--- config.mk ---
export PLATFORM = sky130hd
export DESIGN_NAME = program_loader_flat
export DESIGN_NICKNAME = d
export VERILOG_FILES = /design/src/rtl/loader_pkg.sv /design/src/rtl/program_loader_if.sv /design/src/rtl/loader_csum_acc.sv /design/src/rtl/program_loader.sv /design/src/flat_wrapper.sv
export SDC_FILE = /design/constraint.sdc
export NUM_CORES = 1
export LEC_CHECK = 0
export ABC_AREA = 1
export BUFFER_PORTS_ARGS = -buffer_cell sky130_fd_sc_hd__buf_2
export CAP_MARGIN = 20
export CORE_MARGIN = 2
export CORE_UTILIZATION = 61
export DETAILED_ROUTE_END_ITERATION = 16
export GPL_TIMING_DRIVEN = 1
export PLACE_DENSITY = 0.84
export SETUP_SLACK_MARGIN = 0.2
export SLEW_MARGIN = 10
export SYNTH_ARGS = -nofsm -noshare
export SYNTH_HDL_FRONTEND = slang
export SYNTH_SLANG_ARGS = --single-unit
--- constraint.sdc ---
create_clock -name clock -period 3.9 [get_ports clock]
set_input_delay 1.17 -clock clock [delete_from_list [all_inputs] [get_ports clock]]
set_output_delay 1.17 -clock clock [all_outputs]
set_load 0.02 [all_outputs]
--- src/rtl/loader_pkg.sv ---
// loader_pkg: shared state encoding and width defaults for the program loader.
package loader_pkg;
    localparam int ADDR_W_DEF = 8;
    localparam int DATA_W_DEF = 16;
    localparam int CSUM_W     = 16;

    typedef enum logic [2:0] {
        ST_IDLE,
        ST_LEN,
        ST_DATA,
        ST_CSUM,
        ST_HOLD,
        ST_DONE,
        ST_ERR
    } state_t;
endpackage

--- src/rtl/program_loader_if.sv ---
// program_loader_if: host stream, instruction-memory write port and CPU control of the loader.
interface program_loader_if
    import loader_pkg::*;
#(
    parameter int ADDR_W = ADDR_W_DEF,
    parameter int DATA_W = DATA_W_DEF
);
    logic              start;
    logic [DATA_W-1:0] in_data;
    logic              in_valid;
    logic              in_ready;
    logic              mem_we;
    logic [ADDR_W-1:0] mem_addr;
    logic [DATA_W-1:0] mem_wdata;
    logic              cpu_reset;
    logic              busy;
    logic              done;
    logic              error;

    modport master (
        output start, in_data, in_valid,
        input  in_ready, mem_we, mem_addr, mem_wdata, cpu_reset, busy, done, error
    );
    modport slave (
        input  start, in_data, in_valid,
        output in_ready, mem_we, mem_addr, mem_wdata, cpu_reset, busy, done, error
    );
endinterface

--- src/rtl/loader_csum_acc.sv ---
// loader_csum_acc: running modulo-2^W sum of payload words with synchronous clear.
module loader_csum_acc
    import loader_pkg::*;
#(
    parameter int W = CSUM_W
) (
    input  logic         clock,
    input  logic         reset,
    input  logic         i_clr,
    input  logic         i_en,
    input  logic [W-1:0] i_data,
    output logic [W-1:0] o_sum
);
    logic [W-1:0] r_sum;

    always_ff @(posedge clock) begin
        if (reset || i_clr) r_sum <= '0;
        else if (i_en) r_sum <= r_sum + i_data;
    end

    assign o_sum = r_sum;
endmodule

--- src/rtl/program_loader.sv ---
// program_loader: streams a length-prefixed, checksummed image into instruction memory
// and releases the CPU from reset only after the image checks out.
module program_loader
    import loader_pkg::*;
#(
    parameter int ADDR_W      = ADDR_W_DEF,
    parameter int DATA_W      = DATA_W_DEF,
    parameter int MAX_WORDS   = 256,
    parameter int HOLD_CYCLES = 4
) (
    input  logic clock,
    input  logic reset,
    program_loader_if.slave bus
);
    localparam int CNT_W  = ADDR_W + 1;
    localparam int HOLD_W = $clog2(HOLD_CYCLES + 2);

    state_t            r_state;
    logic [CNT_W-1:0]  r_len;
    logic [CNT_W-1:0]  r_idx;
    logic [HOLD_W-1:0] r_hold;
    logic              r_we;
    logic [ADDR_W-1:0] r_addr;
    logic [DATA_W-1:0] r_wdata;
    logic              r_cpu_reset;
    logic              r_done;
    logic              r_error;
    logic [DATA_W-1:0] w_sum;
    logic              w_xfer;
    logic              w_start_ok;

    assign bus.in_ready  = r_state inside {ST_LEN, ST_DATA, ST_CSUM};
    assign bus.busy      = r_state inside {ST_LEN, ST_DATA, ST_CSUM, ST_HOLD};
    assign bus.mem_we    = r_we;
    assign bus.mem_addr  = r_addr;
    assign bus.mem_wdata = r_wdata;
    assign bus.cpu_reset = r_cpu_reset;
    assign bus.done      = r_done;
    assign bus.error     = r_error;

    assign w_xfer     = bus.in_valid && bus.in_ready;
    assign w_start_ok = bus.start && (r_state inside {ST_IDLE, ST_DONE, ST_ERR});

    loader_csum_acc #(.W(DATA_W)) u_csum (
        .clock  (clock),
        .reset  (reset),
        .i_clr  (w_start_ok || r_state == ST_IDLE),
        .i_en   (w_xfer && r_state == ST_DATA),
        .i_data (bus.in_data),
        .o_sum  (w_sum)
    );

    always_ff @(posedge clock) begin
        if (reset) begin
            r_state     <= ST_IDLE;
            r_len       <= '0;
            r_idx       <= '0;
            r_hold      <= '0;
            r_we        <= 1'b0;
            r_addr      <= '0;
            r_wdata     <= '0;
            r_cpu_reset <= 1'b1;
            r_done      <= 1'b0;
            r_error     <= 1'b0;
        end else begin
            r_we <= 1'b0;
            if (w_start_ok) begin
                r_state     <= ST_LEN;
                r_cpu_reset <= 1'b1;
                r_done      <= 1'b0;
                r_error     <= 1'b0;
            end else begin
                case (r_state)
                    ST_LEN: if (w_xfer) begin
                        if (bus.in_data == '0 || bus.in_data > DATA_W'(MAX_WORDS)) begin
                            r_state <= ST_ERR;
                            r_error <= 1'b1;
                        end else begin
                            r_len   <= bus.in_data[CNT_W-1:0];
                            r_idx   <= '0;
                            r_state <= ST_DATA;
                        end
                    end
                    ST_DATA: if (w_xfer) begin
                        r_we    <= 1'b1;
                        r_addr  <= r_idx[ADDR_W-1:0];
                        r_wdata <= bus.in_data;
                        r_idx   <= r_idx + CNT_W'(1);
                        if (r_idx + CNT_W'(1) == r_len) r_state <= ST_CSUM;
                    end
                    ST_CSUM: if (w_xfer) begin
                        r_state <= (bus.in_data == w_sum) ? ST_HOLD : ST_ERR;
                        r_error <= bus.in_data != w_sum;
                        r_hold  <= HOLD_W'(HOLD_CYCLES);
                    end
                    // Release happens on the edge the countdown expires, so done and
                    // cpu_reset change together.
                    ST_HOLD: begin
                        if (r_hold <= HOLD_W'(1)) begin
                            r_state     <= ST_DONE;
                            r_cpu_reset <= 1'b0;
                            r_done      <= 1'b1;
                        end else begin
                            r_hold <= r_hold - HOLD_W'(1);
                        end
                    end
                    default: ;
                endcase
            end
        end
    end
endmodule

--- src/flat_wrapper.sv ---
// flat-port wrapper written by rule: the top's interface ports become plain ports
module program_loader_flat import loader_pkg::*;
#(
    parameter int ADDR_W      = ADDR_W_DEF,
    parameter int DATA_W      = DATA_W_DEF,
    parameter int MAX_WORDS   = 256,
    parameter int HOLD_CYCLES = 4
)
  (clock, reset, bus_start, bus_in_data, bus_in_valid, bus_in_ready, bus_mem_we, bus_mem_addr, bus_mem_wdata, bus_cpu_reset, bus_busy, bus_done, bus_error);
  program_loader_if #(.ADDR_W(ADDR_W), .DATA_W(DATA_W)) bus_i ();
  input  logic clock;
  input  logic reset;
  input wire logic [$bits(bus_i.start)-1:0] bus_start;
  input wire logic [$bits(bus_i.in_data)-1:0] bus_in_data;
  input wire logic [$bits(bus_i.in_valid)-1:0] bus_in_valid;
  output wire logic [$bits(bus_i.in_ready)-1:0] bus_in_ready;
  output wire logic [$bits(bus_i.mem_we)-1:0] bus_mem_we;
  output wire logic [$bits(bus_i.mem_addr)-1:0] bus_mem_addr;
  output wire logic [$bits(bus_i.mem_wdata)-1:0] bus_mem_wdata;
  output wire logic [$bits(bus_i.cpu_reset)-1:0] bus_cpu_reset;
  output wire logic [$bits(bus_i.busy)-1:0] bus_busy;
  output wire logic [$bits(bus_i.done)-1:0] bus_done;
  output wire logic [$bits(bus_i.error)-1:0] bus_error;
  assign bus_i.start = bus_start;
  assign bus_i.in_data = bus_in_data;
  assign bus_i.in_valid = bus_in_valid;
  assign bus_in_ready = bus_i.in_ready;
  assign bus_mem_we = bus_i.mem_we;
  assign bus_mem_addr = bus_i.mem_addr;
  assign bus_mem_wdata = bus_i.mem_wdata;
  assign bus_cpu_reset = bus_i.cpu_reset;
  assign bus_busy = bus_i.busy;
  assign bus_done = bus_i.done;
  assign bus_error = bus_i.error;
  program_loader #(.ADDR_W(ADDR_W), .DATA_W(DATA_W), .MAX_WORDS(MAX_WORDS), .HOLD_CYCLES(HOLD_CYCLES)) u_core (.clock(clock), .reset(reset), .bus(bus_i));
endmodule
Yosys cells after proc, flatten, opt, wreduce, memory -nomap -nowiden:

Cells that the tools add are included.

* register bits: 68
* input port bits: 20
* output and inout port bits: 30

* add/sub/neg operators: 3
* order comparisons: 2
* equal/unequal tests: 22
* muxes and demuxes: 21
* bitwise logic cells: 3
* reduce and logical (&&, ||, !) cells: 25

Operators by type and width (count)
* 2-to-1 mux 9 bit: 3
* 2-to-1 mux 3 bit: 8
* case mux 9 bit (2 select lines): 1
* adder 16 bit: 1
* == test 16 bit: 1
* > comparator 16 x 9 -> 1 bit (second input constant): 1
* zero test 16 bit: 1
* != test 16 bit: 1
* case mux 3 bit (4 select lines): 1
* AND reduction 4 bit: 3
* AND reduction 6 bit: 2
* != test 2 bit (second input constant): 5
* adder 9 x 1 -> 9 bit (second input constant): 1
* == test 3 bit (second input constant): 3
* == test 9 bit: 1
* != test 3 x 1 -> 1 bit (second input constant): 3
* == test 3 x 2 -> 1 bit (second input constant): 2
* != test 2 x 1 -> 1 bit (second input constant): 3
* != test 3 x 2 -> 1 bit (second input constant): 2
* case mux 3 bit (2 select lines): 1
* nonzero test 2 bit: 3
* nonzero test 3 bit: 2
* 2-to-1 mux 1 bit: 5
* AND reduction 5 bit: 1
* other kinds (15): 21

Logic depth before layout (Yosys ltp):

* word-level depth: 6
* gate-level depth with buffers: 15
* gate-level depth less buffers: 15

By module:

A second synthesis with hierarchy kept.

* cells, all modules: 649
* area total of the unflattened synthesis: 4210.3 um^2

Modules (own cells, without submodules)
* program_loader: times used 1, cells an instance 378, area each 2646.3 um^2
* loader_csum_acc: times used 1, cells an instance 271, area each 1564.0 um^2

Least setup slack after synthesis:

OpenSTA, ideal clock, no wires.

* path kind: input -> register
* start: input bus_in_data[0]
* end: register u_core.u_csum.r_sum[12], in the netlist u_core.u_csum.o_sum[12]
* library setup time: 0.109 ns
* data arrival time: 2.524 ns
* slack: 1.268 ns
* cell stages on the path: 14
* path buffers: 0
* cell sequence: ha_1 -> inv_1 -> fa_1 -> inv_1 -> nand3_1 -> nand2_1 -> a21oi_1 -> inv_1 -> a21o_1 -> nand3_1 -> nand3_1 -> nand3_1 -> nand2_1 -> inv_1

* cells in the longest elaborated chain, start to end: 1

Ends and longest elaborated chain
* start: declaration: RTL line flat_wrapper.sv:14 `input wire logic [$bits(bus_i.in_data)-1:0] bus_in_data;`
* adder 16 bit: RTL line loader_csum_acc.sv:18 `else if (i_en) r_sum <= r_sum + i_data;`
* end signal: assignment: RTL line loader_csum_acc.sv:18
* end: declaration: RTL line loader_csum_acc.sv:14 `logic [W-1:0] r_sum;`

No other way between the ends.
A chain may end at the register's enable or synchronous reset.

Worst setup path after layout:

* start: input bus_in_data[2]
* end: register u_core.u_csum.r_sum[7], in the netlist u_core.u_csum.o_sum[7]

The elaborated chain is that of the path after synthesis.

==> impl_metrics.yaml <==
critical_path:
  required_ns: 4.12
  startpoint_type: "primary input"
  worstPathCellList: "buf_2 -> ha_1 -> a21oi_1 -> nand2_1 -> a21boi_1 -> o21ai_0 -> xor2_1 -> o21ai_0 -> inv_1"
  worstPathMaxFanout: 6
  end_kind: "flop"
  crit_start: "bus_in_data[2]"
  crit_top_cell: "o21ai_0"
  r2r-start: "u_core.r_state[0]$_SDFFE_PP0P_"
  cp.arrival_ns: 3.00
  slowest_delay_ns: 0.38
  path_class: "in -> reg"
  slowest_stage: "ha_1"
logic_synthesis:
  ys.flop_type: "dfxtp_1"
  synth_top_area_share_pct: 36.51
  netlist_instances: 547
  synth_cell_types: 38
  ys_async_sr_fraction_pct: 0
  syn_avg_cell_area_sq_um: 6.816
  synth-edff-count: 0
  yosysWarningCount: 0
  syn_area_sq_mm: 0.003729
  syn_nets: 586
  synth_area_leaders: "dfxtp_1, nor2_1, nand2_1"
  ys_ff_latch: 68
  yosys.area.top_type: "dfxtp_1"
  ys_seq_area_share_pct: 36.51
timing:
  final.setup_skew_ns: 0.004889
  setup_viol: 0
  final-hold-violation-count: 0
  drv_slew: 0
  worstMarginPinSlew_ns: 1.008
  post-route-period-util_pct: 71.37
  rsz0062_at_grt: "false"
  relSlewSlack_pct: 32.70
  clock.fmax_mhz: 359.3
  final.setup.tns_ns: 0
  final.min_clock_period_ns: 2.784
finish:
  area_delta_synth_final_pct: 13.99
  finalNonFillerCells: 673
  fill_cells: 498
  drive_gt1_share_pct: 12.88
  seqCellArea_sq_mm: 0.001361
  fin_nets: 632
  multiInputGateArea_sq_mm: 0.002064
  num_antenna_cells: 0
placement:
  port_buffers: 49
  post-place-cells: 657
  dp_hpwl_mm: 6.555
  gp_congestion: 0.9380
die:
  die_y_um: 82.18
  die_area_sq_mm: 0.006754
  pin_count: 50
  fp-row-count: 28
  core_area_sq_mm: 0.005921
  die_w_um: 82.18
  start_util_pct: 62.98
detailed_routing:
  drc: 0
  postRouteWirelength_mm: 9.305
  num_vias: 3710
  postRouteAntennaNets: 0
  vias_per_cell: 5.513
  first_pass_iters: 5
  routedWlPerCell_um: 13.83
  drtIter0Drc: 275
outcome:
  status: "complete, no violations"
cts:
  clkTransAtPathRegs_ns: 0.07
  cts_num_sinks: 68
  clock_path_buffers: 2
  post-cts-setup-buffer-count: 0
  clk_latency_ns: 0.34
  tritoncts: "done"
  ctsHtreeMaxLevel: 3
  root_buffer: "clkbuf_8"
  numCtsBuffers: 9
  cts_hold_buffers: 0
  cts_resized: 0
power:
  power.density_mw_per_mm2: 524.4
  peakVddDrop_uv: 367.1
  p_leak_uw: 0.002048
run:
  cap_violations: 0
global_routing:
  antenna_found_initial: 0
  first_global_vias: 3445
  grt_usage_pct: 29.64
  grt_start_max_net_pins: 41
  grt_pass1_wl_mm: 15.44
  grt_overflow_total: 0
worst_hold_path:
  hp-class: "reg -> reg"
  worstHoldStart: "u_core.bus.done$_SDFFE_PP0P_"
-- cell usage in the layout (no fill, tap or decap), drive strengths merged, types with 4 or more instances in the layout --
cell type,instances
nand4,4
xnor2,4
inv,61
a21o,5
clkbuf,10
nand3,39
nor4,4
xor2,6
dfxtp,68
buf,50
ha,18
o21ai,59
nor2,98
nand2,92
a21oi,57
-- through the flow --
stage               instance area [sq um]  utilization, %  total power (uW)  worst slack, ns  hold slack [ns]
global route                         4250           71.79              2354           0.9981           0.4670
detailed placement                   4001           67.58              1500           0.9500           0.4439
global placement                     4001           67.58              1488            1.004           0.4344
floorplan                            3729               -              1332            1.268           0.4412
finish                               4250           71.79              2229            1.116           0.4522
CTS                                  4250           71.79              2226            1.131           0.4561
-- layout make-up --
type                    count  area share [%]
repair buffers             50           5.946
clock inverters             6           2.620
flip-flops and latches     68           32.03
inverters                  61           5.387
clock buffers              10           3.238
multi-input cells         403           48.57
well taps                  75           2.208
-- state kept, by name, summed over array words and instances, names as in the netlist --
name / count
u_core.bus.cpu_reset: 1
u_core.r_idx: 9
u_core.bus.mem_addr: 8
u_core.r_hold: 3
u_core.bus.mem_wdata: 16
u_core.bus.mem_we: 1
u_core.r_state: 3
u_core.u_csum.o_sum: 16
u_core.bus.done: 1
u_core.bus.error: 1
u_core.r_len: 9
-- cell usage after synthesis, types with 2 or more instances --
master,instances
a21oi_1,57
ha_1,18
clkbuf_1,4
nor3_1,3
nor2_1,93
buf_2,7
nand2_1,91
inv_1,59
a21o_1,5
nor2_4,3
inv_2,2
nor2_2,2
xor2_1,6
xnor2_1,4
nand3_1,38
dfxtp_1,68
buf_1,2
nand4_1,4
o21bai_1,3
nor4_1,3
o21ai_0,58
-- logic make-up (layout without fill, tap and decap cells) --
logic type | after synthesis | in the layout | share of synthesized area, %
simple gates | 243 | 243 | 27.75
compound gates | 131 | 131 | 18.69
buf+inv | 76 | 127 | 8.121
flops | 68 | 68 | 36.51
fa+ha+maj | 19 | 19 | 6.577
xor+xnor | 10 | 10 | 2.349
-- path summary, 6_finish.rpt --
check,end,slack [ns],cells past startpoint
min reg2reg,u_core.bus.done$_SDFFE_PP0P_,0.45,2
max reg2reg,u_core.u_csum.o_sum[7]$_SDFFE_PP0P_,1.77,10
min,u_core.bus.done$_SDFFE_PP0P_,0.45,2
max,u_core.u_csum.o_sum[7]$_SDFFE_PP0P_,1.12,9
-- power breakdown --
part | internal, uW | leakage [uW] | switching, uW | total (uW)
registers | 777 | 0.000550 | 65.0 | 843
clock network | 442 | 0.000122 | 278 | 720
logic | 202 | 0.00138 | 464 | 666
-- critical path, delay by kind of cell --
| kind | cells | cell delay, ns |
|---|---|---|
| xor+xnor | 1 | 0.19 |
| compound gates | 4 | 0.92 |
| fa+ha+maj | 1 | 0.38 |
| simple gates | 1 | 0.12 |
| buf+inv | 2 | 0.22 |
-- metal layers --
layer	part of all wire, %	routed length (um)	global-route usage [%]
met4	2.3	216	11.67
met2	46	4286	46.85
met1	45	4216	39.01
met5	0	0	0
met3	6.3	585	6.957
Power figures use the tool's default switching activity.
